$ cat src/rtl/fg_pkg.sv
// Shared definitions for the multi-channel function generator:
// waveform modes, register offsets, global addresses and CTRL bit layout.
package fg_pkg;

    typedef enum logic [1:0] {
        SQUARE = 2'd0,
        SAW    = 2'd1,
        TRI    = 2'd2,
        TABLE  = 2'd3
    } fg_mode_e;

    typedef struct packed {
        logic     invert;
        fg_mode_e mode;
        logic     enable;
    } fg_ctrl_t;

    localparam logic [1:0] REG_CTRL  = 2'd0;
    localparam logic [1:0] REG_FREQ  = 2'd1;
    localparam logic [1:0] REG_DUTY  = 2'd2;
    localparam logic [1:0] REG_PHASE = 2'd3;

    localparam logic [7:0] ADDR_PRESCALE = 8'hF0;
    localparam logic [7:0] ADDR_SYNC     = 8'hF1;
    localparam logic [7:0] ADDR_TABLE    = 8'h80;

    localparam int CTRL_EN_BIT   = 0;
    localparam int CTRL_MODE_LSB = 1;
    localparam int CTRL_INV_BIT  = 3;

    // Word address of a per-channel register: four words per channel.
    function automatic logic [7:0] ch_addr(input int unsigned ch, input logic [1:0] off);
        logic [31:0] ch_v;
        ch_v = ch;
        return {ch_v[5:0], off};
    endfunction

endpackage

$ cat src/rtl/fg_channel.sv
// One generator channel: phase accumulator, wrap detection and waveform
// shaping. The wavetable value for the current phase is supplied by the top.
module fg_channel
    import fg_pkg::*;
#(
    parameter int ACC_W = 16,
    parameter int OUT_W = 8
) (
    input  logic             clk_i,
    input  logic             rst_i,
    input  logic             tick_i,
    input  logic             emit_i,
    input  fg_ctrl_t         ctrl_i,
    input  logic [ACC_W-1:0] freq_i,
    input  logic [OUT_W-1:0] duty_i,
    input  logic             load_i,
    input  logic [ACC_W-1:0] load_val_i,
    input  logic [OUT_W-1:0] table_val_i,
    output logic [ACC_W-1:0] acc_o,
    output logic [OUT_W-1:0] sample_o,
    output logic             sync_o
);

    logic [ACC_W-1:0] acc_q, acc_d;
    logic             wrap_q, wrap_d;
    logic [OUT_W-1:0] sample_q;
    logic             sync_q;
    logic [ACC_W:0]   sum;
    logic [OUT_W-1:0] p, t, shaped, wave;

    assign p = acc_q[ACC_W-1 -: OUT_W];
    assign t = acc_q[ACC_W-2 -: OUT_W];

    // Accumulator advance; a direct load (PHASE or SYNC) overrides the tick.
    always_comb begin
        sum    = {1'b0, acc_q} + {1'b0, freq_i};
        acc_d  = acc_q;
        wrap_d = 1'b0;
        if (load_i) begin
            acc_d = load_val_i;
        end else if (tick_i && ctrl_i.enable) begin
            acc_d  = sum[ACC_W-1:0];
            wrap_d = sum[ACC_W];
        end
    end

    // Waveform selection from the current phase, then optional inversion.
    always_comb begin
        shaped = '0;
        case (ctrl_i.mode)
            SQUARE:  shaped = (p < duty_i) ? '1 : '0;
            SAW:     shaped = p;
            TRI:     shaped = acc_q[ACC_W-1] ? ~t : t;
            TABLE:   shaped = table_val_i;
            default: shaped = '0;
        endcase
        if (!ctrl_i.enable) begin
            wave = '0;
        end else if (ctrl_i.invert) begin
            wave = ~shaped;
        end else begin
            wave = shaped;
        end
    end

    // Accumulator and pending wrap update every cycle; sample/sync only on emit.
    always_ff @(posedge clk_i) begin
        if (rst_i) begin
            acc_q    <= '0;
            wrap_q   <= 1'b0;
            sample_q <= '0;
            sync_q   <= 1'b0;
        end else begin
            acc_q  <= acc_d;
            wrap_q <= wrap_d;
            if (emit_i) begin
                sample_q <= wave;
            end
            sync_q <= emit_i & wrap_q & ctrl_i.enable;
        end
    end

    assign acc_o    = acc_q;
    assign sample_o = sample_q;
    assign sync_o   = sync_q;

endmodule

$ cat src/rtl/multi_function_generator.sv
// N-channel DDS function generator: register port, shared prescaler,
// optional shared wavetable (build with FG_TABLE_EN) and channel array.
module multi_function_generator
    import fg_pkg::*;
#(
    parameter int CHANNELS    = 2,
    parameter int ACC_W       = 16,
    parameter int OUT_W       = 8,
    parameter int PRESCALE_W  = 16,
    parameter int TABLE_DEPTH = 32
) (
    input  logic                      wb_clk_i,
    input  logic                      wb_rst_i,
    input  logic                      cfg_stb,
    input  logic                      cfg_we,
    input  logic [7:0]                cfg_addr,
    input  logic [31:0]               cfg_wdata,
    output logic [31:0]               cfg_rdata,
    output logic                      cfg_ack,
    output logic [CHANNELS*OUT_W-1:0] sample_o,
    output logic                      sample_valid_o,
    output logic [CHANNELS-1:0]       sync_o
);

    localparam int TBL_AW = $clog2(TABLE_DEPTH);

    fg_ctrl_t          ctrl_q  [CHANNELS];
    logic [ACC_W-1:0]  freq_q  [CHANNELS];
    logic [OUT_W-1:0]  duty_q  [CHANNELS];
    logic [ACC_W-1:0]  acc_w   [CHANNELS];
    logic [OUT_W-1:0]  tbl_val [CHANNELS];
    logic [OUT_W-1:0]  samp_w  [CHANNELS];
    logic [CHANNELS-1:0] load;

    logic [PRESCALE_W-1:0] prescale_q, cnt_q;
    logic        tick, any_en, emit_q, valid_q, ack_q, wr, rd;
    logic [31:0] rdata_q, rdata_d;

    assign wr   = cfg_stb & cfg_we;
    assign rd   = cfg_stb & ~cfg_we;
    assign tick = (cnt_q == prescale_q);

`ifdef FG_TABLE_EN
    logic [OUT_W-1:0] table_q [TABLE_DEPTH];
    logic             tbl_hit;
    assign tbl_hit = (cfg_addr >= ADDR_TABLE) && (cfg_addr < ADDR_TABLE + 8'(TABLE_DEPTH));

    // Wavetable storage is deliberately left out of reset.
    always_ff @(posedge wb_clk_i) begin
        if (!wb_rst_i && wr && tbl_hit) begin
            table_q[cfg_addr[TBL_AW-1:0]] <= cfg_wdata[OUT_W-1:0];
        end
    end
`endif

    // Per-channel configuration register writes.
    always_ff @(posedge wb_clk_i) begin
        for (int c = 0; c < CHANNELS; c++) begin
            if (wb_rst_i) begin
                ctrl_q[c] <= '0;
                freq_q[c] <= '0;
                duty_q[c] <= '0;
            end else if (wr) begin
                if (cfg_addr == ch_addr(c, REG_CTRL)) begin
                    ctrl_q[c] <= '{invert: cfg_wdata[CTRL_INV_BIT],
                                   mode:   fg_mode_e'(cfg_wdata[CTRL_MODE_LSB +: 2]),
                                   enable: cfg_wdata[CTRL_EN_BIT]};
                end
                if (cfg_addr == ch_addr(c, REG_FREQ)) freq_q[c] <= cfg_wdata[ACC_W-1:0];
                if (cfg_addr == ch_addr(c, REG_DUTY)) duty_q[c] <= cfg_wdata[OUT_W-1:0];
            end
        end
    end

    // Prescaler: counts up to PRESCALE, reloads on tick or on a PRESCALE write.
    always_ff @(posedge wb_clk_i) begin
        if (wb_rst_i) begin
            prescale_q <= '0;
            cnt_q      <= '0;
        end else if (wr && cfg_addr == ADDR_PRESCALE) begin
            prescale_q <= cfg_wdata[PRESCALE_W-1:0];
            cnt_q      <= '0;
        end else if (tick) begin
            cnt_q <= '0;
        end else begin
            cnt_q <= cnt_q + 1'b1;
        end
    end

    // Direct accumulator loads and channel-enable summary.
    always_comb begin
        any_en = 1'b0;
        load   = '0;
        for (int c = 0; c < CHANNELS; c++) begin
            any_en  = any_en | ctrl_q[c].enable;
            load[c] = wr && (cfg_addr == ADDR_SYNC || cfg_addr == ch_addr(c, REG_PHASE));
        end
    end

    // Read mux over all mapped registers; unmapped addresses return zero.
    always_comb begin
        rdata_d = '0;
        for (int c = 0; c < CHANNELS; c++) begin
            if (cfg_addr == ch_addr(c, REG_CTRL))  rdata_d = 32'(ctrl_q[c]);
            if (cfg_addr == ch_addr(c, REG_FREQ))  rdata_d = 32'(freq_q[c]);
            if (cfg_addr == ch_addr(c, REG_DUTY))  rdata_d = 32'(duty_q[c]);
            if (cfg_addr == ch_addr(c, REG_PHASE)) rdata_d = 32'(acc_w[c]);
        end
        if (cfg_addr == ADDR_PRESCALE) rdata_d = 32'(prescale_q);
`ifdef FG_TABLE_EN
        if (tbl_hit) rdata_d = 32'(table_q[cfg_addr[TBL_AW-1:0]]);
`endif
    end

    // Ack/read data one cycle after strobe; emit/valid pipeline behind the tick.
    // With every channel disabled no sample frames are announced.
    always_ff @(posedge wb_clk_i) begin
        if (wb_rst_i) begin
            ack_q   <= 1'b0;
            rdata_q <= '0;
            emit_q  <= 1'b0;
            valid_q <= 1'b0;
        end else begin
            ack_q   <= cfg_stb;
            rdata_q <= rd ? rdata_d : '0;
            emit_q  <= tick & any_en;
            valid_q <= emit_q;
        end
    end

    for (genvar c = 0; c < CHANNELS; c++) begin : g_ch
`ifdef FG_TABLE_EN
        assign tbl_val[c] = table_q[acc_w[c][ACC_W-1 -: TBL_AW]];
`else
        assign tbl_val[c] = '0;
`endif
        fg_channel #(.ACC_W(ACC_W), .OUT_W(OUT_W)) u_ch (
            .clk_i       (wb_clk_i),
            .rst_i       (wb_rst_i),
            .tick_i      (tick),
            .emit_i      (emit_q),
            .ctrl_i      (ctrl_q[c]),
            .freq_i      (freq_q[c]),
            .duty_i      (duty_q[c]),
            .load_i      (load[c]),
            .load_val_i  ((cfg_addr == ADDR_SYNC) ? '0 : cfg_wdata[ACC_W-1:0]),
            .table_val_i (tbl_val[c]),
            .acc_o       (acc_w[c]),
            .sample_o    (samp_w[c]),
            .sync_o      (sync_o[c])
        );
        assign sample_o[c*OUT_W +: OUT_W] = samp_w[c];
    end

    assign cfg_ack        = ack_q;
    assign cfg_rdata      = rdata_q;
    assign sample_valid_o = valid_q;

endmodule

$ cat config.mk
export PLATFORM = sky130hd
export DESIGN_NAME = multi_function_generator
export DESIGN_NICKNAME = d
export VERILOG_FILES = /design/src/rtl/fg_pkg.sv /design/src/rtl/fg_channel.sv /design/src/rtl/multi_function_generator.sv
export SDC_FILE = /design/constraint.sdc
export NUM_CORES = 1
export LEC_CHECK = 0
export BUFFER_PORTS_ARGS = -buffer_cell sky130_fd_sc_hd__buf_2
export CORE_MARGIN = 2
export CORE_UTILIZATION = 40
export DETAILED_ROUTE_END_ITERATION = 12
export SYNTH_ARGS = -nofsm -noshare
export SYNTH_HDL_FRONTEND = slang
export SYNTH_SLANG_ARGS = --single-unit
$ cat constraint.sdc
create_clock -name wb_clk_i -period 2.6 [get_ports wb_clk_i]
set_clock_uncertainty 0.05 [all_clocks]
set_input_delay 0.13 -clock wb_clk_i [delete_from_list [all_inputs] [get_ports wb_clk_i]]
set_output_delay 0.13 -clock wb_clk_i [all_outputs]
set_load 0.01 [all_outputs]
==> summary.md, run 1 <==
| Metric | Value |
|---|---|
| Status | `finished, final reports clean` |
| Clock tree from TritonCTS | `done` |
| Post-Synthesis Cells | `around 1000` |
| Final setup violation count | `0` |
| Die span in x | `156 um` |
| Row cnt | `55` |
| Count of H-tree levels built during CTS | `4` |
| DR iter-0 viols | `747` |
| P per Cell Area | `618 nW/um2` |
| Global-route wire length before repair | `between 40 and 50 mm` |
| Crit. Startpoint | `freq_q[0][0]` |
| Worst-path maximum fanout | `4` |
| Largest area contributor in the synthesized netlist | `dfxtp_1` |
| TritonRoute pass-1 iters | `6` |
| Number of clock sinks seen by CTS | `159` |
| Synth cell types | `66` |
| Worst vdd ir | `0.328 mV` |
| Unrepaired setup endpoints after global routing | `true` |
| Detailed-route DRC error count | `0` |
| Data arrival time of the worst path | `2.81 ns` |
| Number of port buffers | `63` |
| Share of the synthesized area in the top cell type | `22.3%` |
| Netlist area before placement | `9250 um2` |
| Kind of capture point of the worst setup path | `flop` |
| Post-route fraction of the period consumed by the critical path | `roughly 100%` |
| Kind of path behind the tightest hold check | `in -> reg` |
| Category of the worst setup path launch point | `flop` |
| Post-layout nets | `1181` |
| Number of global-route vias before repair | `7235` |
| Commonest non-fill, non-tap cell in the layout | `dfxtp_1` |
| Cell with the largest stage delay on the worst path | `edfxtp_1` |
| Clock insertion delay at the later pin of the skew report | `0.43 ns` |
| Most frequent cells in the layout | `103 x dfxtp_1, 85 x nor2_1, 78 x a21oi_1` |
| Clock buffer count from CTS | `17` |
| Via count | `about 8000` |
| Non-filler instance count after layout | `1387` |
| Startpoint of the most critical hold path | `cfg_wdata[9]` |
| Cell area after placement | `10100 um2` |
| Ranking of synthesized cells by area | `dfxtp_1 22%, edfxtp_1 18%, ha_1 6.4%` |
| Number of antenna violations at the first check in global routing | `1` |
| Final cell utilization of the core | `47.5%` |
| Worst-path cell chain | `ha_2 > fa_2 > a211oi_2 > o21ai_1 > a21oi_2 > a2bb2oi_2 > buf_4 > xor2_1 > o21ai_1 > a22o_1` |
| Crit Path Class | `reg -> reg` |
| Wire length after detailed routing | `27.3 mm` |
| Max Freq | `~390 MHz` |
| Top Ports | `96` |
| Relative max-transition margin | `52.0%` |
| Number of warning messages in the yosys log | `0` |
| Tot GR Track Use | `between 20% and 30%` |
| Maximum single-stage delay on the critical path | `0.39 ns` |
| Least-Margin Pin Slew | `0.721 ns` |
| Count of flip-flops with a built-in enable after synthesis | `56` |
| Aggregate global routing overflow | `0` |
| Largest net degree at the start of global routing | `30` |
| Max-cap violations | `0` |
| Slew Limit Fails | `0` |
| Library cell appearing most often on the critical path | `o21ai_1` |
| Hold Fails Final Rpt | `0` |
| Total negative slack | `0 ns` |
| Cells after DPL | `1347` |
| Top_reg_cell synth | `dfxtp_1` |
| Height of the chip | `roughly 160 um` |
| Largest buffer count on any clock path | `2` |
| Hold Slack | `0.00479 ns` |
| Post-synthesis sequential area ratio | `40.5%` |
| Post-DR vias/cell | `5.73` |
| Total of flip-flops plus latches after synthesis | `159` |
| Reg-to-reg startpoint | `freq_q[0][0]` |
| Leak | `between 4 and 5 nW` |
| Routed wire length per instance | `between 15 and 20 um` |
| Minimum clock period after layout | `about 2.5 ns` |
| Clock transition at the register clock pins on the worst setup and hold paths after CTS | `0.06 ns` |
| Per-instance average area after synthesis | `9.28 um2` |
| Fraction of final layout cells with drive strength greater than 1 | `16.0%` |
| Core area | `22600 um2` |
| Initial Util | `about two fifths` |
| Estimated wirelength of the detail-placed design | `20.1 mm` |
| Total non-filler cell area in the finished layout | `about 11000 um2` |
| Synth-to-layout area growth | `16.4%` |
| Die footprint | `24300 um2` |
| ANT nets after route | `0` |
| Share of synthesized registers carrying an async set or reset | `0%` |
| Worst Path Required | `about 2.9 ns` |
| Root buffer cell | `clkbuf_16` |
| Weighted congestion at the end of routability-driven global placement | `~0.91` |
[per-stage QoR]
step           power (mW)  setup slack, ns
6_report             6.65           0.0645
4_1_cts              6.65         0.000433
2_1_floorplan        3.82           0.0314
3_3_place_gp         4.21          -0.0727
3_5_place_dp         4.23           -0.128
5_1_grt              6.96          -0.0515
[flip-flops by register name, summed over array words and instances, names as in the netlist]
signal / count
freq_q: 32
g_ch.u_ch.acc_o: 32
cfg_rdata: 16
cnt_q: 16
duty_q: 16
g_ch.u_ch.sample_o: 16
prescale_q: 16
ctrl_q: 8
g_ch.u_ch.sync_o: 2
g_ch.u_ch.wrap_q: 2
cfg_ack: 1
emit_q: 1
sample_valid_o: 1
[what timing repair did]
action	4_1_cts	5_1_grt
setup buffers	0	1
resized for setup	4	12
pin swaps	4	4
endpoints found under the hold margin	8	0
hold buffers	6	0
setup endpoints to repair	3	13
[final cells by class]
type | count | area (um2)
fillers | 2174 | 11900
well taps | 285 | 357
repair buffers | 124 | 826
clock inverters | 10 | 83.8
flip-flops and latches | 159 | 3740
inverters | 25 | 93.8
diodes | 1 | 2.50
clock buffers | 22 | 465
multi-input cells | 761 | 5190
[critical path, delay by kind of cell, from the launching register on]
kind,cells,cell delay [ns]
AOI/OAI and AO/OA,6,1.14
DFF,1,0.39
xor gates and xnor gates,1,0.13
adders and majority gates,2,0.56
buffers and inverters,1,0.15
[synthesized netlist by cell type, types with 4 or more instances]
master and n:
a2111oi_0 5, a211o_1 10, a211oi_1 28, a21o_1 16, a21oi_1 78, a221o_1 4
a221oi_1 9, a222oi_1 8, a22oi_1 31, and2_1 56, and3_1 22, buf_1 4
buf_2 7, buf_4 19, clkbuf_1 34, dfxtp_1 103, edfxtp_1 56, ha_1 47
inv_1 25, mux2i_1 24, mux4_2 4, nand2_1 53, nand2b_1 8, nand3_1 29
nand4_1 12, nor2_1 85, nor2b_1 14, nor3_1 32, nor4_1 5, o21ai_0 42
o21bai_1 6, o2bb2ai_1 4, o31ai_1 4, xnor2_1 34, xor2_1 28
[worst paths after layout]
kind,slack (ns),depth (start not counted),endpoint
worst max-delay path,0.06,10,g_ch[0].u_ch.acc_o[12]
worst min-delay path,0.005,3,prescale_q[9]
worst max register to register,0.06,10,g_ch[0].u_ch.acc_o[12]
worst min register to register,0.38,2,g_ch[0].u_ch.sample_o[7]
[report_power, final]
| part | switching, mW | leakage, nW | internal [mW] |
|---|---|---|---|
| combinational | 0.775 | 2.76 | 0.592 |
| sequential | 0.158 | 1.37 | 2.71 |
| clock | 1.05 | 0.272 | 1.37 |
[per-layer routing]
| layer | vias up | track usage (%) | part of all wire (%) |
|---|---|---|---|
| li1 | 3833 | - | - |
| met1 | 3768 | 32.7 | 47 |
| met2 | 297 | 34.9 | 45 |
| met3 | 46 | 3.03 | 6.1 |
| met4 | 2 | 7.03 | 2.2 |
| met5 | - | 0 | 0.026 |
[logic make-up (layout without fill, tap and decap cells)]
group | after synthesis | in the layout | share of synthesized area [%]
multiplexers | 29 | 29 | 3.69
XOR/XNOR | 62 | 62 | 5.87
other | 1 | 17 | 0.0406
AND/OR/NAND/NOR | 335 | 335 | 18.7
flip-flops | 159 | 159 | 40.5
buffers and inverters | 91 | 181 | 4.59
AO/OA/AOI/OAI | 270 | 270 | 19.8
adder cells (fa/ha/maj) | 49 | 49 | 6.79
Note: power is estimated with default switching activity, not from simulation.
==> run 2, diff against run 1 <==
--- a/config.mk
+++ b/config.mk
@@ -6,9 +6,11 @@
 export NUM_CORES = 1
 export LEC_CHECK = 0
 export BUFFER_PORTS_ARGS = -buffer_cell sky130_fd_sc_hd__buf_2
+export CORE_ASPECT_RATIO = 1.2
 export CORE_MARGIN = 2
 export CORE_UTILIZATION = 40
 export DETAILED_ROUTE_END_ITERATION = 12
+export RECOVER_POWER = 100
 export SYNTH_ARGS = -nofsm -noshare
 export SYNTH_HDL_FRONTEND = slang
 export SYNTH_SLANG_ARGS = --single-unit
==> summary.md, run 2 (synthesis results as in run 1) <==
| Metric | Value |
|---|---|
| TritonRoute pass-1 iters | `7 (+1)` |
| Met1 wire length | `11.8 mm (-7.6%)` |
| Net switching component of the power | `2.02 mW (+1.9%)` |
| Hold Slack | `0.00839 ns (+0.00359 ns)` |
| Met2 Wirelength | `13.9 mm (+14%)` |
| Maximum single-stage delay on the critical path | `0.43 ns (+0.04 ns)` |
| Root buffer cell | `clkbuf_16` |
| Clock transition at the register clock pins on the worst setup and hold paths after CTS | `0.07 ns (about the same)` |
| Weighted congestion at the end of routability-driven global placement | `0.924 (+1.1%)` |
| Worst-path cell chain | `ha_4 > fa_2 > a211oi_4 > o21ai_2 > a21oi_2 > a2bb2oi_2 > buf_4 > xor2_1 > o21ai_1 > a22o_1` |
| Most frequent cells in the layout | `103 x dfxtp_1, 86 x nor2_1, 78 x a21oi_1` |
| Kind of capture point of the worst setup path | `flop` |
| Number of clock sinks seen by CTS | `159 (unchanged)` |
| Internal power of the cells | `4.87 mW (+4.2%)` |
| Min setup slack post-route | `0.0475 ns (-0.0170 ns)` |
| Sw Ratio | `29.3% (-0.48 points)` |
| Least-Margin Pin Slew | `0.792 ns (+0.0710 ns)` |
| Minimum clock period after layout | `2.55 ns (+0.0170 ns)` |
| Final cell utilization of the core | `47.7% (+0.20 points)` |
| Worst vdd ir | `0.453 mV (+38%)` |
| Worst Path Required | `2.88 ns (about the same)` |
| Estimated wirelength of the detail-placed design | `20.8 mm (+3.1%)` |
| Routed wire length per instance | `19.3 um (-1.7%)` |
| Post-DR vias/cell | `5.59 (-2.5%)` |
| Top layer in use | `met4` |
| Max-cap violations | `0 (unchanged)` |
| Number of antenna violations at the first check in global routing | `0 (-1)` |
| Row cnt | `60 (+9.1%)` |
| Total non-filler cell area in the finished layout | `10800 um2 (+0.22%)` |
| Aggregate global routing overflow | `0 (unchanged)` |
| Unrepaired setup endpoints after global routing | `true` |
| Wire length after detailed routing | `27.4 mm (+0.53%)` |
| Combinational share of power | `20.0% (-0.5 points)` |
| Clock network fraction of design power | `38.4% (+2.1 points)` |
| Leak | `4.20 nW (-4.6%)` |
| Detailed-routed wire length on met3 | `952 um (-43%)` |
| Power share of the sequential group | `41.6% (-1.5 points)` |
| Worst-path maximum fanout | `3 (-1)` |
| ANT nets after route | `0 (unchanged)` |
| Via count | `7926 (-0.25%)` |
| Initial Util | `40.9% (+0.079 points)` |
| Final setup violation count | `0 (unchanged)` |
| Kind of path behind the tightest hold check | `in -> reg` |
| Crit Path Class | `reg -> reg` |
| Height of the chip | `171 um (+9.3%)` |
| Cell family contributing the most delay on the critical path | `compound AO/OA/AOI/OAI gates` |
| Top Ports | `96 (unchanged)` |
| DR iter-0 viols | `800 (+7.1%)` |
| Die span in x | `143 um (-8.5%)` |
| Number of global-route vias before repair | `7908 (+9.3%)` |
| Clock buffer count from CTS | `17 (unchanged)` |
| Global-route wire length before repair | `42.9 mm (+2.4%)` |
| Overall power | `6.89 mW (+3.5%)` |
| Tot GR Track Use | `23.1% (+0.59 points)` |
| Slew Limit Fails | `0 (unchanged)` |
| Largest net degree at the start of global routing | `49 (+63%)` |
| Clock insertion delay at the later pin of the skew report | `0.43 ns (about the same)` |
| Data arrival time of the worst path | `2.83 ns (+0.02 ns)` |
| Core area | `22600 um2 (-0.19%)` |
| P per Cell Area | `639 nW/um2 (+3.3%)` |
| Max Freq | `392 MHz (-0.67%)` |
| Combined buffer and inverter count along the critical path | `1 (unchanged)` |
| Cell area after placement | `10100 um2 (+0.16%)` |
| Detailed-route DRC error count | `0 (unchanged)` |
| Synth-to-layout area growth | `16.6%` |
| Post-layout nets | `1189 (+0.68%)` |
| Number of port buffers | `63 (unchanged)` |
| Largest buffer count on any clock path | `2 (unchanged)` |
| Fraction of final layout cells with drive strength greater than 1 | `11.6% (-4.4 points)` |
| Post-route fraction of the period consumed by the critical path | `98.2% (+0.65 points)` |
| Hold Fails Final Rpt | `0 (unchanged)` |
| Die footprint | `24300 um2 (about the same)` |
| Count of H-tree levels built during CTS | `4 (unchanged)` |
| Clock tree from TritonCTS | `done` |
| Status | `finished, final reports clean` |
| Category of the worst setup path launch point | `flop` |
| ANT cells | `0 (-1)` |
| Setup Slack @ Placement | `-0.0896 ns (+0.0387 ns)` |
| Cell with the largest stage delay on the worst path | `edfxtp_1` |
| Relative max-transition margin | `47.1% (-4.8 points)` |
| Commonest non-fill, non-tap cell in the layout | `dfxtp_1` |
-- run 2: cell count changes in the layout (fill, tap and decap cells not counted), sizes merged --
cell / before / now
buf: 118 / 68
bufinv: 1 / 3
clkbuf: 22 / 72
clkinv: 4 / 6
clkinvlp: 1 / 2
diode: 1 / 0
dlygate4sd3: 6 / 11
inv: 29 / 27
-- run 2: power by group through the flow --
stage	clock, mW	combinational [mW]	sequential, mW
6_report	2.64	1.38	2.87
5_1_grt	2.78	1.52	2.88
4_1_cts	2.68	1.35	2.86
3_5_place_dp	0	1.33	2.92
3_3_place_gp	0	1.31	2.91
2_1_floorplan	0	0.945	2.88
-- run 2: worst paths after layout --
path / slack [ns] / cells past startpoint / start / endpoint
min reg2reg: 0.39 / 2 / g_ch[0].u_ch.sample_o[7] / g_ch[0].u_ch.sample_o[7]
min: 0.008 / 2 / cfg_wdata[12] / g_ch[0].u_ch.acc_o[12]
max reg2reg: 0.05 / 10 / freq_q[0][0] / g_ch[0].u_ch.acc_o[12]
max: 0.05 / 10 / freq_q[0][0] / g_ch[0].u_ch.acc_o[12]
-- run 2: per-stage QoR --
step	cells	TNS, ns
after floorplan	1011	0
after global placement	1375	-0.112
after detailed placement	1375	-0.245
after CTS	1418	0
after global routing	1419	-0.113
final	1419	0
-- run 2: timing repair --
action,CTS,global route
hold buffers,11,0
buffers inserted,0,1
hold endpoints to repair,12,0
setup endpoints to repair,4,12
gates resized for setup,3,17
pin swaps,1,7
-- run 2: cell type report --
| type | instances | area (um2) |
|---|---|---|
| multi-input cells | 761 | 5180 |
| repair buffers | 132 | 763 |
| well taps | 310 | 388 |
| clock inverters | 13 | 160 |
| clock buffers | 19 | 454 |
| fillers | 2196 | 11800 |
| inverters | 25 | 93.8 |
| flip-flops and latches | 159 | 3740 |
-- run 2: worst register-to-register path: stages, from the launching register on --
cell and delay (ns):
edfxtp_1 0.43, ha_4 0.20, fa_2 0.39, a211oi_4 0.29, o21ai_2 0.09, a21oi_2 0.24, a2bb2oi_2 0.18, buf_4 0.14
xor2_1 0.14, o21ai_1 0.08, a22o_1 0.23
-- run 2: routing by layer --
| layer | vias up | global-route usage [%] |
|---|---|---|
| met5 | - | 0 |
| met4 | 0 | 9.00 |
| met3 | 52 | 2.55 |
| met2 | 220 | 41.0 |
| met1 | 3812 | 28.8 |
| li1 | 3842 | - |
